<file path="config.mk">
export PLATFORM = sky130hd
export DESIGN_NAME = mem_arbiter_flat
export DESIGN_NICKNAME = d
export VERILOG_FILES = /design/src/rtl/mem_arbiter_if.sv /design/src/rtl/mem_arbiter.sv /design/src/flat_wrapper.sv
export SDC_FILE = /design/constraint.sdc
export NUM_CORES = 1
export LEC_CHECK = 0
export CORE_UTILIZATION = 45
export DETAILED_ROUTE_END_ITERATION = 10
export DONT_BUFFER_PORTS = 1
export PLACE_DENSITY_LB_ADDON = 0.2
export SYNTH_ARGS = -nofsm -noshare
export SYNTH_HDL_FRONTEND = slang
export SYNTH_SLANG_ARGS = --single-unit
export TNS_END_PERCENT = 1
</file>
<file path="constraint.sdc">
create_clock -name clk_i -period 5.95 [get_ports clk_i]
set_input_delay 0.595 -clock clk_i [delete_from_list [all_inputs] [get_ports clk_i]]
set_output_delay 0.595 -clock clk_i [all_outputs]
set_load 0.05 [all_outputs]
</file>
<file path="src/rtl/mem_arbiter_if.sv">
// Bus bundle between the arbiter, its two requesters (IF, MEM) and the
// byte-wide RAM/IO port. The slave side is the arbiter itself.
interface mem_arbiter_if #(
  parameter int ADDR_W = 32
);
  // instruction fetch requester
  logic              if_req;
  logic [ADDR_W-1:0] if_addr;
  logic              if_cancel;
  logic              if_done;
  logic [31:0]       if_data;
  // memory stage requester
  logic              mem_req;
  logic              mem_we;
  logic [1:0]        mem_len;
  logic [ADDR_W-1:0] mem_addr;
  logic [31:0]       mem_wdata;
  logic              mem_done;
  logic [31:0]       mem_rdata;
  // byte-wide RAM/IO port
  logic [7:0]        ram_din;
  logic [7:0]        ram_dout;
  logic [ADDR_W-1:0] ram_addr;
  logic              ram_wr;

  modport slave (
    input  if_req, if_addr, if_cancel,
    output if_done, if_data,
    input  mem_req, mem_we, mem_len, mem_addr, mem_wdata,
    output mem_done, mem_rdata,
    input  ram_din,
    output ram_dout, ram_addr, ram_wr
  );

  modport master (
    output if_req, if_addr, if_cancel,
    input  if_done, if_data,
    output mem_req, mem_we, mem_len, mem_addr, mem_wdata,
    input  mem_done, mem_rdata,
    output ram_din,
    input  ram_dout, ram_addr, ram_wr
  );
endinterface

</file>
<file path="src/rtl/mem_arbiter.sv">
// Byte-serial memory arbiter: shares one byte-wide synchronous RAM/IO port
// between instruction fetch (4-byte reads) and the memory stage (1/2/4-byte
// loads/stores). Accesses are split into byte beats, assembled/disassembled
// little-endian, and finished with a one-cycle done pulse. All outputs are
// registered; rdy low freezes the whole block.
module mem_arbiter #(
  parameter int         ADDR_W     = 32,
  parameter logic [1:0] IO_MASK_HI = 2'b11
) (
  input  logic          clk_i,
  input  logic          rst_ni,
  input  logic          rdy_i,
  mem_arbiter_if.slave  bus,
  output logic          busy_o,
  output logic          io_busy_o
);

  typedef enum logic [1:0] {IDLE, RD, WR, DONE} state_e;

  state_e            state_q, state_d;
  logic [ADDR_W-1:0] base_q, base_d;
  logic [2:0]        n_q, n_d;        // beats in this access (1, 2 or 4)
  logic [2:0]        cyc_q, cyc_d;    // edges since acceptance, minus one
  logic              is_if_q, is_if_d;
  logic [31:0]       wdata_q, wdata_d;
  logic [31:0]       acc_q, acc_d;    // read assembly buffer
  logic [ADDR_W-1:0] ram_addr_q, ram_addr_d;
  logic [7:0]        ram_dout_q, ram_dout_d;
  logic              ram_wr_q, ram_wr_d;
  logic              if_done_q, if_done_d;
  logic [31:0]       if_data_q, if_data_d;
  logic              mem_done_q, mem_done_d;
  logic [31:0]       mem_rdata_q, mem_rdata_d;
  logic              busy_q, busy_d;
  logic              io_busy_q, io_busy_d;
  logic [2:0]        beat;            // index of the edge being taken now

  function automatic logic [2:0] len_to_n(input logic [1:0] len);
    case (len)
      2'b00:   return 3'd1;
      2'b01:   return 3'd2;
      default: return 3'd4;  // 10 is treated as a word
    endcase
  endfunction

  assign beat = cyc_q + 3'd1;

  // Next-state logic; with rdy low every register keeps its value.
  always_comb begin
    state_d     = state_q;
    base_d      = base_q;
    n_d         = n_q;
    cyc_d       = cyc_q;
    is_if_d     = is_if_q;
    wdata_d     = wdata_q;
    acc_d       = acc_q;
    ram_addr_d  = ram_addr_q;
    ram_dout_d  = ram_dout_q;
    ram_wr_d    = ram_wr_q;
    if_done_d   = if_done_q;
    if_data_d   = if_data_q;
    mem_done_d  = mem_done_q;
    mem_rdata_d = mem_rdata_q;
    busy_d      = busy_q;
    io_busy_d   = io_busy_q;

    if (rdy_i) begin
      if_done_d  = 1'b0;
      mem_done_d = 1'b0;
      case (state_q)
        IDLE: begin
          // RAM pins parked at 0 so no I/O register is touched by accident
          ram_addr_d = '0;
          ram_dout_d = '0;
          ram_wr_d   = 1'b0;
          if (bus.mem_req) begin
            base_d     = bus.mem_addr;
            n_d        = len_to_n(bus.mem_len);
            is_if_d    = 1'b0;
            wdata_d    = bus.mem_wdata;
            acc_d      = '0;
            cyc_d      = '0;
            ram_addr_d = bus.mem_addr;
            if (bus.mem_we) begin
              state_d    = WR;
              ram_wr_d   = 1'b1;
              ram_dout_d = bus.mem_wdata[7:0];
            end else begin
              state_d = RD;
            end
          end else if (bus.if_req) begin
            base_d     = bus.if_addr;
            n_d        = 3'd4;
            is_if_d    = 1'b1;
            acc_d      = '0;
            cyc_d      = '0;
            ram_addr_d = bus.if_addr;
            state_d    = RD;
          end
        end

        RD: begin
          if (is_if_q && bus.if_cancel) begin
            // flush wins even over the edge that would complete the fetch
            state_d    = IDLE;
            ram_addr_d = '0;
          end else begin
            cyc_d = beat;
            // RAM is synchronous: address of beat k is answered one cycle
            // later, so byte k is captured two edges after it was issued
            for (int b = 0; b < 4; b++)
              if (beat == 3'(b + 2)) acc_d[8*b +: 8] = bus.ram_din;
            if (beat < n_q) ram_addr_d = base_q + ADDR_W'(beat);
            else            ram_addr_d = '0;
            if (beat == n_q + 3'd1) begin
              state_d = DONE;
              if (is_if_q) begin
                if_done_d = 1'b1;
                if_data_d = acc_d;
              end else begin
                mem_done_d  = 1'b1;
                mem_rdata_d = acc_d;
              end
            end
          end
        end

        WR: begin
          cyc_d = beat;
          if (beat < n_q) begin
            ram_addr_d = base_q + ADDR_W'(beat);
            ram_wr_d   = 1'b1;
            ram_dout_d = '0;
            for (int b = 0; b < 4; b++)
              if (beat == 3'(b)) ram_dout_d = wdata_q[8*b +: 8];
          end else begin
            ram_addr_d = '0;
            ram_dout_d = '0;
            ram_wr_d   = 1'b0;
            mem_done_d = 1'b1;
            state_d    = DONE;
          end
        end

        default: begin  // DONE: one cycle, requests ignored
          state_d    = IDLE;
          ram_addr_d = '0;
          ram_dout_d = '0;
          ram_wr_d   = 1'b0;
        end
      endcase
      busy_d    = (state_d != IDLE);
      io_busy_d = busy_d && (base_d[17:16] == IO_MASK_HI);
    end
  end

  // State and registered outputs; reset abandons any access immediately.
  always_ff @(posedge clk_i or negedge rst_ni) begin
    if (!rst_ni) begin
      state_q     <= IDLE;
      base_q      <= '0;
      n_q         <= '0;
      cyc_q       <= '0;
      is_if_q     <= 1'b0;
      wdata_q     <= '0;
      acc_q       <= '0;
      ram_addr_q  <= '0;
      ram_dout_q  <= '0;
      ram_wr_q    <= 1'b0;
      if_done_q   <= 1'b0;
      if_data_q   <= '0;
      mem_done_q  <= 1'b0;
      mem_rdata_q <= '0;
      busy_q      <= 1'b0;
      io_busy_q   <= 1'b0;
    end else begin
      state_q     <= state_d;
      base_q      <= base_d;
      n_q         <= n_d;
      cyc_q       <= cyc_d;
      is_if_q     <= is_if_d;
      wdata_q     <= wdata_d;
      acc_q       <= acc_d;
      ram_addr_q  <= ram_addr_d;
      ram_dout_q  <= ram_dout_d;
      ram_wr_q    <= ram_wr_d;
      if_done_q   <= if_done_d;
      if_data_q   <= if_data_d;
      mem_done_q  <= mem_done_d;
      mem_rdata_q <= mem_rdata_d;
      busy_q      <= busy_d;
      io_busy_q   <= io_busy_d;
    end
  end

  assign bus.if_done   = if_done_q;
  assign bus.if_data   = if_data_q;
  assign bus.mem_done  = mem_done_q;
  assign bus.mem_rdata = mem_rdata_q;
  assign bus.ram_addr  = ram_addr_q;
  assign bus.ram_dout  = ram_dout_q;
  assign bus.ram_wr    = ram_wr_q;
  assign busy_o        = busy_q;
  assign io_busy_o     = io_busy_q;

endmodule

</file>
<file path="src/flat_wrapper.sv">
// flat-port wrapper written by rule: the top's interface ports become plain ports
module mem_arbiter_flat 
#(
  parameter int         ADDR_W     = 32,
  parameter logic [1:0] IO_MASK_HI = 2'b11
)
  (clk_i, rst_ni, rdy_i, busy_o, io_busy_o, bus_if_req, bus_if_addr, bus_if_cancel, bus_if_done, bus_if_data, bus_mem_req, bus_mem_we, bus_mem_len, bus_mem_addr, bus_mem_wdata, bus_mem_done, bus_mem_rdata, bus_ram_din, bus_ram_dout, bus_ram_addr, bus_ram_wr);
  mem_arbiter_if #(.ADDR_W(ADDR_W)) bus_i ();
  input  logic clk_i;
  input  logic rst_ni;
  input  logic rdy_i;
  output logic busy_o;
  output logic io_busy_o;
  input wire logic [$bits(bus_i.if_req)-1:0] bus_if_req;
  input wire logic [$bits(bus_i.if_addr)-1:0] bus_if_addr;
  input wire logic [$bits(bus_i.if_cancel)-1:0] bus_if_cancel;
  output wire logic [$bits(bus_i.if_done)-1:0] bus_if_done;
  output wire logic [$bits(bus_i.if_data)-1:0] bus_if_data;
  input wire logic [$bits(bus_i.mem_req)-1:0] bus_mem_req;
  input wire logic [$bits(bus_i.mem_we)-1:0] bus_mem_we;
  input wire logic [$bits(bus_i.mem_len)-1:0] bus_mem_len;
  input wire logic [$bits(bus_i.mem_addr)-1:0] bus_mem_addr;
  input wire logic [$bits(bus_i.mem_wdata)-1:0] bus_mem_wdata;
  output wire logic [$bits(bus_i.mem_done)-1:0] bus_mem_done;
  output wire logic [$bits(bus_i.mem_rdata)-1:0] bus_mem_rdata;
  input wire logic [$bits(bus_i.ram_din)-1:0] bus_ram_din;
  output wire logic [$bits(bus_i.ram_dout)-1:0] bus_ram_dout;
  output wire logic [$bits(bus_i.ram_addr)-1:0] bus_ram_addr;
  output wire logic [$bits(bus_i.ram_wr)-1:0] bus_ram_wr;
  assign bus_i.if_req = bus_if_req;
  assign bus_i.if_addr = bus_if_addr;
  assign bus_i.if_cancel = bus_if_cancel;
  assign bus_if_done = bus_i.if_done;
  assign bus_if_data = bus_i.if_data;
  assign bus_i.mem_req = bus_mem_req;
  assign bus_i.mem_we = bus_mem_we;
  assign bus_i.mem_len = bus_mem_len;
  assign bus_i.mem_addr = bus_mem_addr;
  assign bus_i.mem_wdata = bus_mem_wdata;
  assign bus_mem_done = bus_i.mem_done;
  assign bus_mem_rdata = bus_i.mem_rdata;
  assign bus_i.ram_din = bus_ram_din;
  assign bus_ram_dout = bus_i.ram_dout;
  assign bus_ram_addr = bus_i.ram_addr;
  assign bus_ram_wr = bus_i.ram_wr;
  mem_arbiter #(.ADDR_W(ADDR_W), .IO_MASK_HI(IO_MASK_HI)) u_core (.clk_i(clk_i), .rst_ni(rst_ni), .rdy_i(rdy_i), .bus(bus_i), .busy_o(busy_o), .io_busy_o(io_busy_o));
endmodule
</file>
==> results.md <==
* H-tree Lvls at 1
* Post-synthesis xor/xnor area fraction at 0.0268
* DRT iter0 DRCs at 635
* Full die area at 0.0232 mm2
* Crit-path cells: ha_1 > xnor2_1 > inv_2 > ha_1 > or2_2 > o22a_1 > nor2_1 > nand2_1 > o221ai_1
* FP Rows at 54
* Critical path class: reg -> reg
* Post-DRT Antenna Nets at 0
* Post-Synth Simple-Gate Area at 0.129
* Post-synth cell types at 50
* IO buf count at 0
* Sequential cell area at 0.00536 mm2
* Register area share after synthesis at 0.528
* Main synth FF type: dfrtp_1
* Status: complete, but fails checks
* Post-Synth Adder-Cell Area at 0.0229
* Worst path top cell family by delay: simple AND/OR/NAND/NOR gates
* HP Class: in -> async
* Peak VDD IR at 268 uV
* DRT Pass-1 Iters at 10
* Cells after Synth at 1005
* Overflow after GRT at 0
* Clk_skew at 0.00834 ns
* CTS Sinks at 214
* Routability cong. at 0.815
* IO Count at 222
* CP Launch Type: flop
* Most used cells in the layout excluding fill and tap cells: dfrtp_1 (214), nand2_1 (119), a21oi_1 (90), nor2_1 (86), o21ai_0 (67)
* Pre-CTS WS at 2.19 ns
* Buf/Inv on CP at 1
* RSZ-0062 raised after global routing: false
* Initial Util at 0.462
* Initial antenna violation count at 0
* Setup-violating endpoint count in the final report at 0
* Antenna Cells at 0
* Fin nets at 1103
* Max-Cap Viols at 0
* Clk_lat worst skew at 0.51 ns
* Die height at 152 um
* Yosys reg bits at 214
* Violated checks: DRC
* Tot GR Track Use at 0.228
* Met3 usage at 0.0569
* Pwr dens at 634 mW/mm2
* Share of cells above drive strength 1 at 0.0939
* Main combinational cell family by area after synthesis: compound AO/OA/AOI/OAI gates
* Crit-path slowest cell: nand2_1
* Synth async-reset ratio at 1.00
* Commonest non-fill, non-tap cell in the layout: dfrtp_1
* Core area at 0.0220 mm2
* Pleak at 5.05 nW
* WHS at 0.147 ns
* Final Cycle Share at 0.633
* Critical path data required time at 6.35 ns
* Worst-path maximum fanout at 23
* Post-Route Utilization at 0.512
* Top cell type's share of synthesized area at 0.528
* DRC Markers at 18
* Largest net degree at the start of global routing at 215
* Syn_nets at 1136
* Fin Setup TNS at 0 ns
* Grt peak-use layer: met2
* Highest Clock Rate at 266 MHz
* Setup ws final at 2.18 ns
* Vias in the first global route at 7416
* Post-synth EDFFs at 0
* Die X at 152 um
* CTS clk-pin slew, worst paths at 0.06 ns
* Final HPWL DP at 17400 um
* Met2 usage at 0.340
* Final hold violations at 0
* Max Slew Vio Count at 0
* WP data arrival at 4.16 ns
* Slew headroom at 0.284
* Tmin final at 3.77 ns
* Crit path largest cell delay at 0.73 ns
* Avg Vias per Cell at 5.88
* Root buffer cell: clkbuf_16
* Worst-margin pin slew at 1.07 ns
* Area of the multi-input gates at 0.00443 mm2
* Longest Clk Path Bufs at 3
* CTS hold repair buffers at 1
* Wire per inst at 20.6 um
* FILL cells at 2016
* WL final at 26100 um
* Mapped cell area at 0.0101 mm2
* TritonCTS clock tree: built
* Synth Area in Compound Gates at 0.190
* Most used cell, CP: ha_1
* # Post-CTS Setup Buffers at 0
* Vias after detailed routing at 7466
* Post-CTS sizing at 0
* CP Capture Type: flop
* Share of synthesized area spent on multiplexers at 0.0671
* Area grow syn2layout at 10.9%
* Grt met1 use at 0.332
* First-pass GRT wire length at 42200 um
* Top cells by area, synth: dfrtp_1 (53%), a22o_1 (4.9%), a21oi_1 (4.4%)
* Largest area contributor in the netlist: dfrtp_1
* Avg Cell Area, Syn at 10.1 um2
* TritonCTS Buffers at 24
* Yosys warns at 0
-- layout make-up --
class	count	share of cell area
sequential	214	0.476
multi-input combinational	696	0.394
clock buffer	32	0.0633
tap	280	0.0311
clock inverter	12	0.0190
inverter	28	0.00934
timing repair buffer	8	0.00712
-- stage by stage --
stage                     instance area (um2)  power [mW]  instances
final                                   11200        7.13       1270
after global routing                    11200        7.55       1270
after CTS                               11200        7.20       1270
after detailed placement                10300        5.44       1225
after global placement                  10300        5.39       1225
after floorplan                         10100        4.94       1005
-- sequential cells by signal, indices dropped and copies added, names as in the netlist, 8 cells and up --
register	cells
u_core.bus.ram_dout	8
u_core.wdata_q	32
u_core.acc_q	32
u_core.base_q	32
u_core.bus.mem_rdata	32
u_core.bus.ram_addr	32
u_core.bus.if_data	32
-- where the power goes --
group | total (mW) | internal (mW) | switching (mW)
clock | 1.69 | 1.10 | 0.597
combinational | 1.73 | 0.700 | 1.03
sequential | 3.71 | 2.01 | 1.70
total | 7.13 | 3.81 | 3.32
-- synthesized netlist by cell type (3+ instances only) --
| cell type | count |
|---|---|
| nand2_1 | 119 |
| and2_1 | 4 |
| nor3_1 | 11 |
| nand4_1 | 14 |
| a22o_1 | 57 |
| buf_2 | 9 |
| inv_1 | 26 |
| mux2i_1 | 32 |
| mux2_2 | 32 |
| a32oi_1 | 9 |
| ha_1 | 17 |
| clkbuf_1 | 49 |
| buf_1 | 9 |
| nand3_1 | 13 |
| and3_1 | 5 |
| o21ai_0 | 67 |
| xnor2_1 | 19 |
| o21ai_1 | 4 |
| xor2_1 | 12 |
| nor4_1 | 6 |
| or3_1 | 4 |
| o221ai_1 | 21 |
| a21o_1 | 3 |
| nor2b_1 | 5 |
| nor3b_1 | 3 |
| a22oi_1 | 24 |
| a21boi_0 | 5 |
| nor2_1 | 86 |
| o2bb2ai_1 | 4 |
| dfrtp_1 | 214 |
| a21oi_1 | 90 |
| and4_1 | 3 |
| a31oi_1 | 4 |
-- worst paths after layout --
| check | from | end | slack (ns) | cells past startpoint |
|---|---|---|---|---|
| min | rst_ni | u_core.bus.ram_addr[23] | 0.15 | 1 |
| max in group asynchronous | rst_ni | u_core.acc_q[5] | 5.00 | 1 |
| min in group clk_i | bus_mem_len[0] | u_core.n_q[0] | 0.17 | 1 |
| max | u_core.cyc_q[0] | u_core.bus.ram_addr[11] | 2.18 | 9 |
| min reg2reg | u_core.acc_q[23] | u_core.acc_q[23] | 0.50 | 1 |
| max reg2reg | u_core.cyc_q[0] | u_core.bus.ram_addr[11] | 2.18 | 9 |
-- logic make-up (layout without fill, tap and decap cells) --
kind of cell | count (synthesis) | after routing
muxes | 64 | 64
and+or+nand+nor | 287 | 287
adders and majority gates | 18 | 18
xor gates and xnor gates | 31 | 31
AOI/OAI and AO/OA | 296 | 296
DFF | 214 | 214
buffers and inverters | 95 | 80
-- metal layers --
metal / wire length (um) / up-vias / part of all wire
li1: - / 3536 / -
met1: 12000 / 3620 / 0.46
met2: 11300 / 270 / 0.43
met3: 2200 / 40 / 0.084
met4: 615 / 0 / 0.024
met5: 0 / - / 0
Power figures use the tool's default switching activity.
